`config.mk`:
```
export PLATFORM = sky130hd
export DESIGN_NAME = sigmf_arbiter
export DESIGN_NICKNAME = d
export VERILOG_FILES = /design/src/rtl/sigmf_arbiter.sv
export SDC_FILE = /design/constraint.sdc
export NUM_CORES = 1
export LEC_CHECK = 0
export BUFFER_PORTS_ARGS = -buffer_cell sky130_fd_sc_hd__buf_2
export CAP_MARGIN = 0
export CORE_MARGIN = 1
export CORE_UTILIZATION = 45
export CTS_CLUSTER_SIZE = 10
export DETAILED_ROUTE_END_ITERATION = 16
export GPL_TIMING_DRIVEN = 0
export PLACE_DENSITY = 0.74
export SLEW_MARGIN = 30
export SYNTH_ARGS = -nofsm -noshare
export SYNTH_HDL_FRONTEND = slang
export SYNTH_SLANG_ARGS = --single-unit
```
`constraint.sdc`:
```
create_clock -name clk -period 15 [get_ports clk]
set_clock_uncertainty 0.15 [all_clocks]
set_input_delay 3 -clock clk [delete_from_list [all_inputs] [get_ports clk]]
set_output_delay 3 -clock clk [all_outputs]
set_load 0.01 [all_outputs]
```
`src/rtl/sigmf_arbiter.sv`:
```
// sigmf_arbiter: shares one piecewise-linear sigmoid (Q8.16) among NREQ
// requesters. Round-robin arbitration feeds a two-stage registered pipeline
// (s1 operand register, output register) with a tagged, backpressured result.
//
// Ports:
//   clk, rst          clock, synchronous active-high reset
//   req_valid/ready   per-requester handshake (ready is one-hot or zero)
//   req_data          operands, requester k at [k*WIDTH +: WIDTH]
//   out_valid/ready   result handshake
//   out_data, out_id  sigmoid result and issuing requester index
//   busy              either pipeline stage holds data
module sigmf_arbiter #(
  parameter int unsigned WIDTH = 24,
  parameter int unsigned NREQ  = 3,
  parameter int unsigned IDW   = 2
) (
  input  logic                  clk,
  input  logic                  rst,
  input  logic [NREQ-1:0]       req_valid,
  output logic [NREQ-1:0]       req_ready,
  input  logic [NREQ*WIDTH-1:0] req_data,
  output logic                  out_valid,
  input  logic                  out_ready,
  output logic [WIDTH-1:0]      out_data,
  output logic [IDW-1:0]        out_id,
  output logic                  busy
);

  localparam int unsigned FRAC = 16;
  localparam logic [WIDTH-1:0] ONE  = WIDTH'(1 << FRAC);
  localparam logic [WIDTH-1:0] HALF = WIDTH'(1 << (FRAC - 1));
  // 0.6 in Q8.16, intercept of the slope-1/8 segment
  localparam logic [WIDTH-1:0] C06  = WIDTH'(32'h0000_9999);

  logic             r_s1_valid;
  logic [WIDTH-1:0] r_s1_data;
  logic [IDW-1:0]   r_s1_id;
  logic [IDW-1:0]   r_rr_ptr;
  logic             r_out_valid;
  logic [WIDTH-1:0] r_out_data;
  logic [IDW-1:0]   r_out_id;

  logic             w_out_en;
  logic             w_s1_adv;
  logic             w_in_en;
  logic             w_grant;
  logic [IDW-1:0]   w_grant_id;
  logic [IDW-1:0]   w_next_ptr;
  logic [WIDTH-1:0] w_sig;

  // Sigmoid of a non-negative magnitude is the minimum of the three concave
  // segments (0.5 + a/4, 0.6 + a/8, 1.0); negative inputs use 1 - f(|x|).
  function automatic logic [WIDTH-1:0] sigmf(input logic [WIDTH-1:0] x);
    logic [WIDTH-1:0] a;
    logic [WIDTH-1:0] l1;
    logic [WIDTH-1:0] l2;
    logic [WIDTH-1:0] f;
    a  = x[WIDTH-1] ? WIDTH'(-x) : x;
    l1 = HALF + (a >> 2);
    l2 = C06 + (a >> 3);
    f  = (l1 < l2) ? l1 : l2;
    if (f > ONE) f = ONE;
    return x[WIDTH-1] ? WIDTH'(ONE - f) : f;
  endfunction

  assign w_out_en = !r_out_valid || out_ready;
  assign w_s1_adv = r_s1_valid && w_out_en;
  assign w_in_en  = !r_s1_valid || w_s1_adv;
  assign w_sig    = sigmf(r_s1_data);

  // Round-robin search starting at r_rr_ptr, wrapping modulo NREQ
  always_comb begin
    w_grant    = 1'b0;
    w_grant_id = '0;
    for (int i = 0; i < int'(NREQ); i++) begin
      int unsigned j;
      j = int'(r_rr_ptr) + i;
      if (j >= NREQ) j = j - NREQ;
      if (!w_grant && req_valid[j]) begin
        w_grant    = 1'b1;
        w_grant_id = IDW'(j);
      end
    end
  end

  assign w_next_ptr = (int'(w_grant_id) == int'(NREQ) - 1) ? '0 : IDW'(w_grant_id + 1'b1);

  always_comb begin
    req_ready = '0;
    if (w_in_en && w_grant && !rst) req_ready[w_grant_id] = 1'b1;
  end

  always_ff @(posedge clk) begin
    if (rst) begin
      r_s1_valid  <= 1'b0;
      r_s1_data   <= '0;
      r_s1_id     <= '0;
      r_rr_ptr    <= '0;
      r_out_valid <= 1'b0;
      r_out_data  <= '0;
      r_out_id    <= '0;
    end else begin
      // Stage 1: accept the granted operand or drain when it advances
      if (w_in_en && w_grant) begin
        r_s1_valid <= 1'b1;
        r_s1_data  <= req_data[w_grant_id*WIDTH +: WIDTH];
        r_s1_id    <= w_grant_id;
        r_rr_ptr   <= w_next_ptr;
      end else if (w_s1_adv) begin
        r_s1_valid <= 1'b0;
      end
      // Stage 2: register the sigmoid; a handshake with nothing new clears it
      if (w_s1_adv) begin
        r_out_valid <= 1'b1;
        r_out_data  <= w_sig;
        r_out_id    <= r_s1_id;
      end else if (w_out_en) begin
        r_out_valid <= 1'b0;
      end
    end
  end

  assign out_valid = r_out_valid;
  assign out_data  = r_out_data;
  assign out_id    = r_out_id;
  assign busy      = r_s1_valid || r_out_valid;

endmodule
```
# Word-level counts from Yosys, hierarchy flattened
# Cells that the tools add are included.
dict set report classes {
  addsub 10
  n_mul 1
  div_mod_pow 0
  n_lt_le_gt_ge 10
  n_eq_ne 1
  shift 1
  muxes 27
  bitwise 0
  n_reduce_logical 16
}
# cell n
set op_table {}
lappend op_table {{32-bit by 3-bit < comparator with 1-bit output (second input constant)} 3}
lappend op_table {{32-bit two-way mux} 3}
lappend op_table {{24-bit two-way mux} 3}
lappend op_table {{72-bit by 8-bit indexed part select with 24-bit output} 1}
lappend op_table {{24-bit negation} 1}
lappend op_table {{17-bit by 24-bit subtractor with 24-bit output (first input constant)} 1}
lappend op_table {{16-bit by 22-bit adder with 23-bit output (first input constant)} 1}
lappend op_table {{23-bit by 17-bit > comparator with 1-bit output (second input constant)} 1}
lappend op_table {{23-bit by 22-bit < comparator with 1-bit output} 1}
lappend op_table {{23-bit two-way mux} 1}
lappend op_table {{16-bit by 21-bit adder with 22-bit output (first input constant)} 1}
lappend op_table {{1-bit two-way mux} 11}
lappend op_table {{2-bit two-way mux} 4}
lappend op_table {{3-bit by 2-bit subtractor with 4-bit output (second input constant)} 2}
lappend op_table {{1-bit binary-select mux with 2-bit select} 3}
lappend op_table {{3-bit by 2-bit greater-or-equal comparator with 1-bit output (second input constant)} 2}
lappend op_table {{1-bit logical AND} 6}
lappend op_table {{1-bit zero test} 5}
lappend op_table {{2-bit by 2-bit multiplier with 4-bit output (second input constant)} 1}
lappend op_table {{2-bit nonzero test} 2}
lappend op_table {{2-bit by 1-bit adder with 3-bit output (second input constant)} 1}
lappend op_table {{2-bit by 2-bit adder with 3-bit output (second input constant)} 1}
lappend op_table {{1-bit logical OR} 3}
lappend op_table {{2-bit by 3-bit < comparator with 1-bit output (second input constant)} 1}
lappend op_table {{other kinds (7)} 7}
dict set report word_totals {
  reg_bits 56
  latchBits 0
  ramBits 0
  mem_bits_ro 0
  input_bits 78
  output_inout_bits 31
  elab_cells 73
  mem_count 0
}

# Longest topological paths before layout
# Gate-level depths: netlist (run 1).
dict set report depth {
  ltp_word 16
  ltp_mapped 39
  depth_no_buf 32
}

# Worst setup path after synthesis (run 1)
# No wires, ideal clock.
dict set report synth_timing {
  kind {input -> output}
  startpoint {in req_valid[0]}
  endpoint {out req_ready[0]}
  arrival_time_ns 4.595
  required_time_ns 11.850
  path_slack_ns 7.255
  cell_stages 7
  path_buffers 1
  cell_sequence {inv_1 -> maj3_1 -> nor2_1 -> a211oi_1 -> nor2_1 -> clkbuf_1 -> and3_1}
}
dict set report synth_via {
  elab_chain_cells 14
  word_cells_on_any_way 24
  classes_between {2 x order compare; 15 x mux; 7 x reduce/logical}
}
# element line_no
set synth_lines {}
lappend synth_lines {{from (decl)} 19} ;# input logic [NREQ-1:0] req_valid,
lappend synth_lines {{1-bit binary-select mux with 2-bit select} 79} ;# if (!w_grant && req_valid[j]) begin
lappend synth_lines {{1-bit two-way mux (not written as such)} 79}
lappend synth_lines {{1-bit two-way mux} 79}
lappend synth_lines {{1-bit zero test} 79}
lappend synth_lines {{1-bit logical AND} 79}
lappend synth_lines {{1-bit two-way mux} 79}
lappend synth_lines {{1-bit zero test} 79}
lappend synth_lines {{1-bit logical AND} 79}
lappend synth_lines {{2-bit two-way mux} 79}
lappend synth_lines {{2-bit by 3-bit < comparator with 1-bit output (not written as such) / 2-bit by 1-bit greater-or-equal comparator with 1-bit output (equally long branches)} 90} ;# if (w_in_en && w_grant && !rst) req_ready[w_grant_id] = 1'b1;
lappend synth_lines {{1-bit logical AND (not written as such)} 90}
lappend synth_lines {{1-bit two-way mux (not written as such)} 90}
lappend synth_lines {{1-bit demux with 2-bit select} 90}
lappend synth_lines {{3-bit two-way mux (*)} 90}
lappend synth_lines {{to (decl)} 20} ;# output logic [NREQ-1:0] req_ready,
# Every way passes the cells marked *; elsewhere a longest branch is shown, timed or not. The select of a mux whose other input is x is not followed.

# Worst setup path in the final report (run 1)
dict set report layout_timing {
  startpoint {reg r_s1_data[23]}
  endpoint {reg r_out_data[14] (netlist: out_data[14])}
}
dict set report layout_via {
  elab_chain_cells 9
  word_cells_on_any_way 10
  classes_between {4 x add/sub; 2 x order compare; 4 x mux}
}
# element line_no
set layout_lines {}
lappend layout_lines {{from (decl)} 36} ;# logic [WIDTH-1:0] r_s1_data;
lappend layout_lines {{from (signal assigned)} 106} ;# r_s1_data <= req_data[w_grant_id*WIDTH +: WIDTH];
lappend layout_lines {{24-bit negation} 58} ;# a = x[WIDTH-1] ? WIDTH'(-x) : x;
lappend layout_lines {{24-bit two-way mux} 58}
lappend layout_lines {{16-bit by 22-bit adder with 23-bit output / 16-bit by 21-bit adder with 22-bit output (equally long branches)} {59, 60}}
lappend layout_lines {{23-bit by 22-bit < comparator with 1-bit output} 61} ;# f = (l1 < l2) ? l1 : l2;
lappend layout_lines {{23-bit two-way mux} 61}
lappend layout_lines {{23-bit by 17-bit > comparator with 1-bit output} 62} ;# if (f > ONE) f = ONE;
lappend layout_lines {{24-bit two-way mux} 62}
lappend layout_lines {{17-bit by 24-bit subtractor with 24-bit output} 63} ;# return x[WIDTH-1] ? WIDTH'(ONE - f) : f;
lappend layout_lines {{24-bit two-way mux (*)} 63}
lappend layout_lines {{to (signal assigned)} 115} ;# r_out_data <= w_sig;
lappend layout_lines {{to (decl)} 40} ;# logic [WIDTH-1:0] r_out_data;
# Every way passes the cells marked *; elsewhere a longest branch is shown, timed or not.
# A chain may end at the register's enable or synchronous reset.

==> results of run 1 <==
## state kept, by name, summed over array words and instances, names as in the netlist
register / count
r_s1_valid: 1
out_valid: 1
r_s1_id: 2
r_s1_data: 24
out_id: 2
r_rr_ptr: 2
out_data: 24
## worst min-delay path: cells and delay by family, from the launching register on
| kind | cells | cell delay [ns] |
|---|---|---|
| and+or+nand+nor | 1 | 0.05 |
| DFF | 1 | 0.31 |
| AOI/OAI and AO/OA | 1 | 0.05 |
## power breakdown
group          internal, W  switching, W  total, W
registers         0.000186     0.0000258  0.000212
logic             0.000524      0.000953   0.00148
clock network    0.0000786     0.0000532  0.000132
total             0.000789       0.00103   0.00182
## cell usage after synthesis (5+ instances only)
master / instances
mux2i_1: 14
nor4_1: 8
a31oi_1: 13
nor3_1: 20
a21o_1: 10
o21ai_0: 69
a22oi_1: 24
buf_2: 9
and2_1: 5
o31ai_1: 6
inv_1: 28
or2_2: 5
ha_1: 20
nand2b_1: 6
nor2_1: 54
o211ai_1: 6
o32ai_1: 5
nor2b_1: 7
nand4_1: 8
xor2_1: 14
a211oi_1: 8
a21oi_1: 96
nand2_1: 88
clkbuf_1: 45
or4_1: 7
nand3_1: 28
dfxtp_1: 56
o22ai_1: 5
or3_1: 8
nand3b_1: 5
buf_1: 5
and3_1: 18
buf_6: 5
o21ai_1: 5
xnor2_1: 32
a221oi_1: 12
## cells by family after synthesis
kind of cell               Yosys count  synth area share, %
AOI/OAI and AO/OA                  322                 35.5
and+or+nand+nor                    292                 24.6
buffers and inverters               96                 6.73
DFF                                 56                 18.3
xor gates and xnor gates            48                 7.22
adders and majority gates           22                 4.41
muxes                               18                 3.20
other                                1               0.0611
## metal layers
metal / global-route usage [%] / part of all wire, % / vias to the layer above
li1: - / - / 3438
met1: 39.2 / 44 / 3194
met2: 44.0 / 44 / 375
met3: 4.05 / 8.5 / 38
met4: 10.8 / 3.1 / 0
met5: 0 / 0 / -
## final cells by class
type                    instances  area (um2)  share of cell area, %
repair buffers                107         536                   7.58
inverters                      31         116                   1.65
well taps                     176         220                   3.12
plain buffers                  65         297                   4.20
clock inverters                 2        35.0                  0.496
multi-input cells             703        4610                   65.3
clock buffers                   6         129                   1.82
flip-flops and latches         56        1120                   15.9
## how the worst min path moves through the flow
stage,slack (ns),to,depth (start not counted)
2_1_floorplan,0.28,out_id[0],2
6_report,0.29,out_data[15],2
4_1_cts,0.30,out_data[15],2
3_3_place_gp,0.28,out_data[15],2
3_5_place_dp,0.29,out_data[15],2
5_1_grt,0.32,out_data[15],2
## through the flow
step | std cells | power, W | util (%) | setup WS [ns]
after floorplan | 855 | 0.00131 | - | 7.26
after global placement | 1138 | 0.00164 | 52.0 | 5.20
after detailed placement | 1138 | 0.00165 | 52.1 | 5.13
after CTS | 1146 | 0.00179 | 53.3 | 5.05
after global routing | 1146 | 0.00196 | 53.3 | 4.10
final | 1146 | 0.00182 | 53.3 | 4.77
## cell usage in the layout, fill, tap and decap left out, types with 6 or more instances in the layout
| cell type | n |
|---|---|
| a21oi_1 | 96 |
| a221oi_1 | 12 |
| o31ai_1 | 6 |
| ha_1 | 20 |
| nand3_1 | 28 |
| nor2_1 | 54 |
| a31oi_1 | 13 |
| a21o_1 | 10 |
| o211ai_1 | 6 |
| or4_1 | 7 |
| mux2i_1 | 14 |
| nor2b_1 | 7 |
| buf_2 | 116 |
| a22oi_1 | 24 |
| xor2_1 | 14 |
| and3_1 | 18 |
| dfxtp_1 | 56 |
| xnor2_1 | 32 |
| nor4_1 | 8 |
| o21ai_0 | 69 |
| nor3_1 | 20 |
| clkbuf_1 | 46 |
| or3_1 | 8 |
| nand2b_1 | 6 |
| inv_1 | 28 |
| nand2_1 | 88 |
| nand4_1 | 8 |
| a211oi_1 | 7 |
==> results.tsv, run 1 <==
stage	metric	value	unit
sta	crit share post-route	68.2	%
die	die outline width	119	um
worst_setup_path	crit path kind	flip-flop to flip-flop	
sta	Min Clock Period, post-route	10.23	ns
layout	P&R area growth vs syn	15.2	%
hold_path	hold path startpoint	out_data[15]	
worst_setup_path	CP Launch Type	flip-flop	
clocking	CTS H-tree lvls	2	
power_and_ir_drop	VDD IR max	0.0883	mV
sta	Final Hold Slack	0.292	ns
grt	initial antenna violation count	0	
worst_setup_path	r2r startpoint	r_s1_data[23]	
detailed_routing	via count	7045	
worst_setup_path	CP Launch Point	r_s1_data[23]	
detailed_routing	# DRC	0	
sta	Max Clock Freq	0.0977	GHz
detailed_routing	Detailed Route Iter0 Violations	713	
placed_design	DPL Wire Length	16000	um
placed_design	GPL Wtd Cong	0.916	
detailed_routing	DR vias/cell	6.15	
worst_setup_path	slowest library cell on the worst path	buf_1	
detailed_routing	drt total wl	20300	um
worst_setup_path	CP Buf/Inv Count	9	
layout	Final Instance Area	7060	um2
layout	Fillers	1330	
layout	ANT cells	0	
die	Die ar.	14100	um2
placed_design	placed inst area	6900	um2
clocking	Post CTS Setup Buffer Count	0	
power_and_ir_drop	LEAKAGE	2.87	nW
grt	number of global-route vias before repair	6109	
worst_setup_path	maximum fanout along the worst path	10	
worst_setup_path	CP Depth	37	
clocking	clock slew at reported path FFs	0.07	ns
sta	Final setup viols	0	
hold_path	HP Class	flip-flop to flip-flop	
grt	first-pass GRT wire length	32100	um
die	Rows	42	
worst_setup_path	crit path DAT	10.32	ns
run_status	status	finished clean	
layout	fraction of layout cells with a size suffix above 1	17.1	%
layout	Final #Nets	1067	
synthesis	Post-synth ARST share	0	%
sta	Slew HR	37.3	%
clocking	clk sink count	56	
synthesis	Distinct cells, synth	92	
die	Starting Density	46.3	%
sta	RSZ-0062 raised after global routing	no	
placed_design	count of input and output buffers	107	
power_and_ir_drop	Pwr per Cell Area	258	nW/um2
grt	GRT Residual Overflow	0	
grt	gr usage total	28.3	%
clocking	maximum root-to-sink buffer count	2	
grt	largest net degree at the start of global routing	17	
clocking	cts hold-fix bufs	0	
clocking	clock latency on the worst-skew pair	0.31	ns
synthesis	synth top area cells	dfxtp_1 18%, a21oi_1 7.8%, o21ai_0 5.6%	
worst_setup_path	cells on worst reg2reg path	37	
clocking	clk root buf	clkbuf_16	
run	max cap viols	0	
clocking	cts bufs inserted	5	
worst_setup_path	reg2reg end	out_data[14]	
sta	setup TNS	0	ns
synthesis	FF+latch count, synth	56	
detailed_routing	DR WL/cell	17.7	um
die	Boundary Pins	109	
synthesis	Synth warnings	0	
synthesis	Synth top area share	18.3	%
synthesis	cell taking the most area after synthesis	dfxtp_1	
die	Die Y	119	um
worst_setup_path	Worst path top cell family by delay	compound AO/OA/AOI/OAI gates	
synthesis	predominant post-synthesis flop cell	dfxtp_1	
die	CORE AREA	13200	um2
synthesis	Cells after Synth	855	
synthesis	EDFF count, synth	0	
detailed_routing	DRT antenna net count	0	
worst_setup_path	CP peak stage delay	0.54	ns
worst_setup_path	CP endpoint kind	flip-flop	
sta	Slew Viols, Final	0	
synthesis	Syn Std Cell Area	6130	um2
worst_setup_path	CP most frequent cell	buf_2	
sta	final hold violations	0	
synthesis	register area share after synthesis	18.3	%
worst_setup_path	WP data required	15.08	ns
detailed_routing	Pre-Repair DR Iteration Count	5	
synthesis	syn avg cell area	7.17	um2
clocking	CTS resizes	0	
sta	Worst-Margin Slew	0.933	ns
clocking	CTS tree	done	
synthesis	Synthesized Nets	953	
worst_setup_path	Reg2Reg Setup Slack	4.77	ns
worst_setup_path	Worst Setup EP	out_data[14]	
No activity file was read; power rests on OpenSTA's default activity.
==> run 2: changes to the inputs <==
ABC_AREA = 1   (was unset)
PLACE_DENSITY = 0.78   (was 0.74)
clock period = 8.7 ns   (was 15 ns; I/O delays follow)
==> run 2 against run 1 <==
Net effect:
- critical path depth is 4 higher
- non-clock buffer count decreased by 30
- wire length fell by 29%
- die area shrank 13%
- sequential share of layout area is 2.1 points higher
- sequential cell count unchanged
- core utilization increased by 0.73 points
- global-route usage fell by 4.6 points
- via count shrank 17%
- setup slack got worse by 2.2 ns
- synthesized cell count grew 1.9%
- hold slack improved by 0.0061 ns
==> results.tsv, run 2 <==
stage	metric	value	unit	change
synthesis	Synth Area in Simple Gates	41.5	%	+17 points
detailed_routing	# DRC	0		unchanged
worst_setup_path	CP most frequent cell	nand2_1		
sta	Final setup viols	0		unchanged
detailed_routing	via count	5821		-17%
synthesis	Synth top area share	20.9	%	+2.7 points
layout	leading cell types in the layout, fill and taps excluded	274 x nand2_1, 112 x buf_2, 92 x nor2_1		
worst_setup_path	WP data required	8.74	ns	-6.34 ns
run	max cap viols	0		unchanged
worst_setup_path	maximum fanout along the worst path	10		unchanged
synthesis	post-synthesis mux area share	0	%	-3.2 points
synthesis	Synthesized Nets	969		+1.7%
clocking	maximum root-to-sink buffer count	2		unchanged
grt	GRT Residual Overflow	0		unchanged
layout	ANT cells	0		unchanged
detailed_routing	DRT antenna net count	0		unchanged
layout	P&R area growth vs syn	16.3	%	
clocking	CTS tree	done		
worst_setup_path	slowest library cell on the worst path	xor2_1		
worst_setup_path	CP Launch Type	flip-flop		
sta	Slew Viols, Final	0		unchanged
sta	Max Clock Freq	0.163	GHz	+67%
synthesis	predominant post-synthesis flop cell	dfxtp_1		
sta	Min Clock Period, post-route	6.13	ns	-4.10 ns
synthesis	register area share after synthesis	20.9	%	+2.7 points
synthesis	post-synthesis compound-gate area fraction	16.7	%	-19 points
placed_design	GPL Wtd Cong	0.929		+1.5%
sta	Slew HR	62.8	%	+25 points
die	die outline width	111	um	-6.5%
grt	largest net degree at the start of global routing	21		+4
synthesis	largest family of logic cells by synthesized area	simple AND/OR/NAND/NOR gates		
clocking	CTS H-tree lvls	2		unchanged
synthesis	cell taking the most area after synthesis	dfxtp_1		
detailed_routing	drt total wl	14400	um	-29%
grt	first-pass GRT wire length	24200	um	-25%
clocking	Post CTS Setup Buffer Count	0		unchanged
hold_path	HP Class	flip-flop to flip-flop		
sta	setup TNS	0	ns	unchanged
synthesis	FF+latch count, synth	56		unchanged
clocking	cts hold-fix bufs	0		unchanged
grt	gr usage total	23.7	%	-4.6 points
die	Die Y	111	um	-6.5%
sta	RSZ-0062 raised after global routing	no		
synthesis	Synth warnings	0		unchanged
die	Starting Density	46.5	%	+0.18 points
die	Boundary Pins	109		unchanged
detailed_routing	DR vias/cell	5.15		-16%
die	CORE AREA	11500	um2	-13%
placed_design	DPL Wire Length	11600	um	-28%
clocking	cts bufs inserted	5		unchanged
clocking	clock latency on the worst-skew pair	0.30	ns	about the same
synthesis	EDFF count, synth	0		unchanged
die	Die ar.	12300	um2	-13%
worst_setup_path	CP endpoint kind	flip-flop		
sta	Worst-Margin Slew	0.558	ns	-0.375 ns
synthesis	synth cell count leaders	274 x nand2_1, 92 x nor2_1, 79 x inv_1, 63 x nand3_1, 56 x dfxtp_1		
synthesis	xor-xnor portion of the synthesized cell area	5.05	%	-2.2 points
synthesis	Cells after Synth	871		+1.9%
placed_design	count of input and output buffers	108		+0.93%
layout	Final #Nets	1084		+1.6%
run_status	status	finished clean		
worst_setup_path	CP peak stage delay	0.40	ns	-0.14 ns
synthesis	synth top area cells	dfxtp_1 21%, nand2_1 19%, nor2_1 6.5%		
detailed_routing	Pre-Repair DR Iteration Count	5		unchanged
grt	number of global-route vias before repair	5332		-13%
synthesis	most common cell in the netlist	nand2_1		
clocking	clock slew at reported path FFs	0.08	ns	about the same
sta	final hold violations	0		unchanged
layout	commonest non-fill, non-tap cell in the layout	nand2_1		
worst_setup_path	crit path kind	flip-flop to flip-flop		
synthesis	Post-synth ARST share	0	%	unchanged
die	Rows	39		-7.1%
synthesis	Distinct cells, synth	54		-41%
clocking	clk sink count	56		unchanged
sta	crit share post-route	70.5	%	+2.3 points
clocking	clk root buf	clkbuf_16		
detailed_routing	Detailed Route Iter0 Violations	316		-56%
clocking	CTS resizes	0		unchanged
grt	initial antenna violation count	0		unchanged
synthesis	syn avg cell area	6.15	um2	-14%
synthesis	Syn Std Cell Area	5350	um2	-13%
synthesis	adder-cell share of the synthesized area	4.67	%	+0.27 points
worst_setup_path	crit path DAT	6.17	ns	-4.15 ns
detailed_routing	DR WL/cell	12.7	um	-28%
layout	fraction of layout cells with a size suffix above 1	21.4	%	+4.3 points
## run 2: changes by cell type after synthesis, moves of 24 or more
cell and delta:
inv_1 +51, nand2_2 +24, clkbuf_1 -26, nand2_1 +186
a21oi_1 -66, nor2_1 +38, o21ai_0 -24, nand3_1 +35
a22oi_1 -24, xnor2_1 -25
## run 2: cells by family after synthesis
group,count (synthesis)
adders and majority gates,20
other,1
AOI/OAI and AO/OA,139
xor gates and xnor gates,27
and+or+nand+nor,496
DFF,56
buffers and inverters,132
## run 2: area by class of cell
type,count,area [um2]
Buffer,34,225
Sequential cell,56,1120
Tap cell,143,179
Clock buffer,5,125
Multi-Input combinational cell,683,3640
Fill cell,1174,5290
Inverter,98,368
Timing Repair Buffer,108,541
Clock inverter,3,28.8
## run 2: per-layer routing
metal / up-vias / wire, um / global-route usage (%)
met5: - / 0 / 0
met4: 0 / 291 / 7.12
met3: 24 / 790 / 2.57
met2: 207 / 6720 / 41.3
met1: 2532 / 6600 / 30.6
li1: 3058 / - / -
## run 2: final timing paths
kind / from / end / slack (ns) / cells past startpoint
setup reg to reg: r_s1_data[9] / out_data[8] / 2.57 / 41
hold reg to reg: out_data[23] / out_data[23] / 0.30 / 2
setup / recovery: r_s1_data[9] / out_data[8] / 2.57 / 41
hold / removal: out_data[23] / out_data[23] / 0.30 / 2
## run 2: metrics by stage
step	util [%]	cells	instance area [um2]	hold WS (ns)	setup WS, ns
2_1_floorplan	-	871	5350	0.314	3.59
3_3_place_gp	52.7	1122	6070	0.275	2.75
3_5_place_dp	52.7	1122	6070	0.282	2.68
4_1_cts	54.1	1130	6230	0.300	2.65
5_1_grt	54.1	1130	6230	0.311	2.00
6_report	54.1	1130	6230	0.298	2.57
## run 2: worst max-delay path, delay by kind of cell, from the launching register on
kind / cells / cell delay, ns
simple gates: 27 / 3.17
buf+inv: 7 / 0.79
fa+ha+maj: 3 / 0.72
xor+xnor: 2 / 0.62
flops: 1 / 0.36
compound gates: 2 / 0.19
Power of run 2 is left out: the tool's default activity adds up to more than one toggle a clock period on the data nets, which glitch-free logic cannot reach.
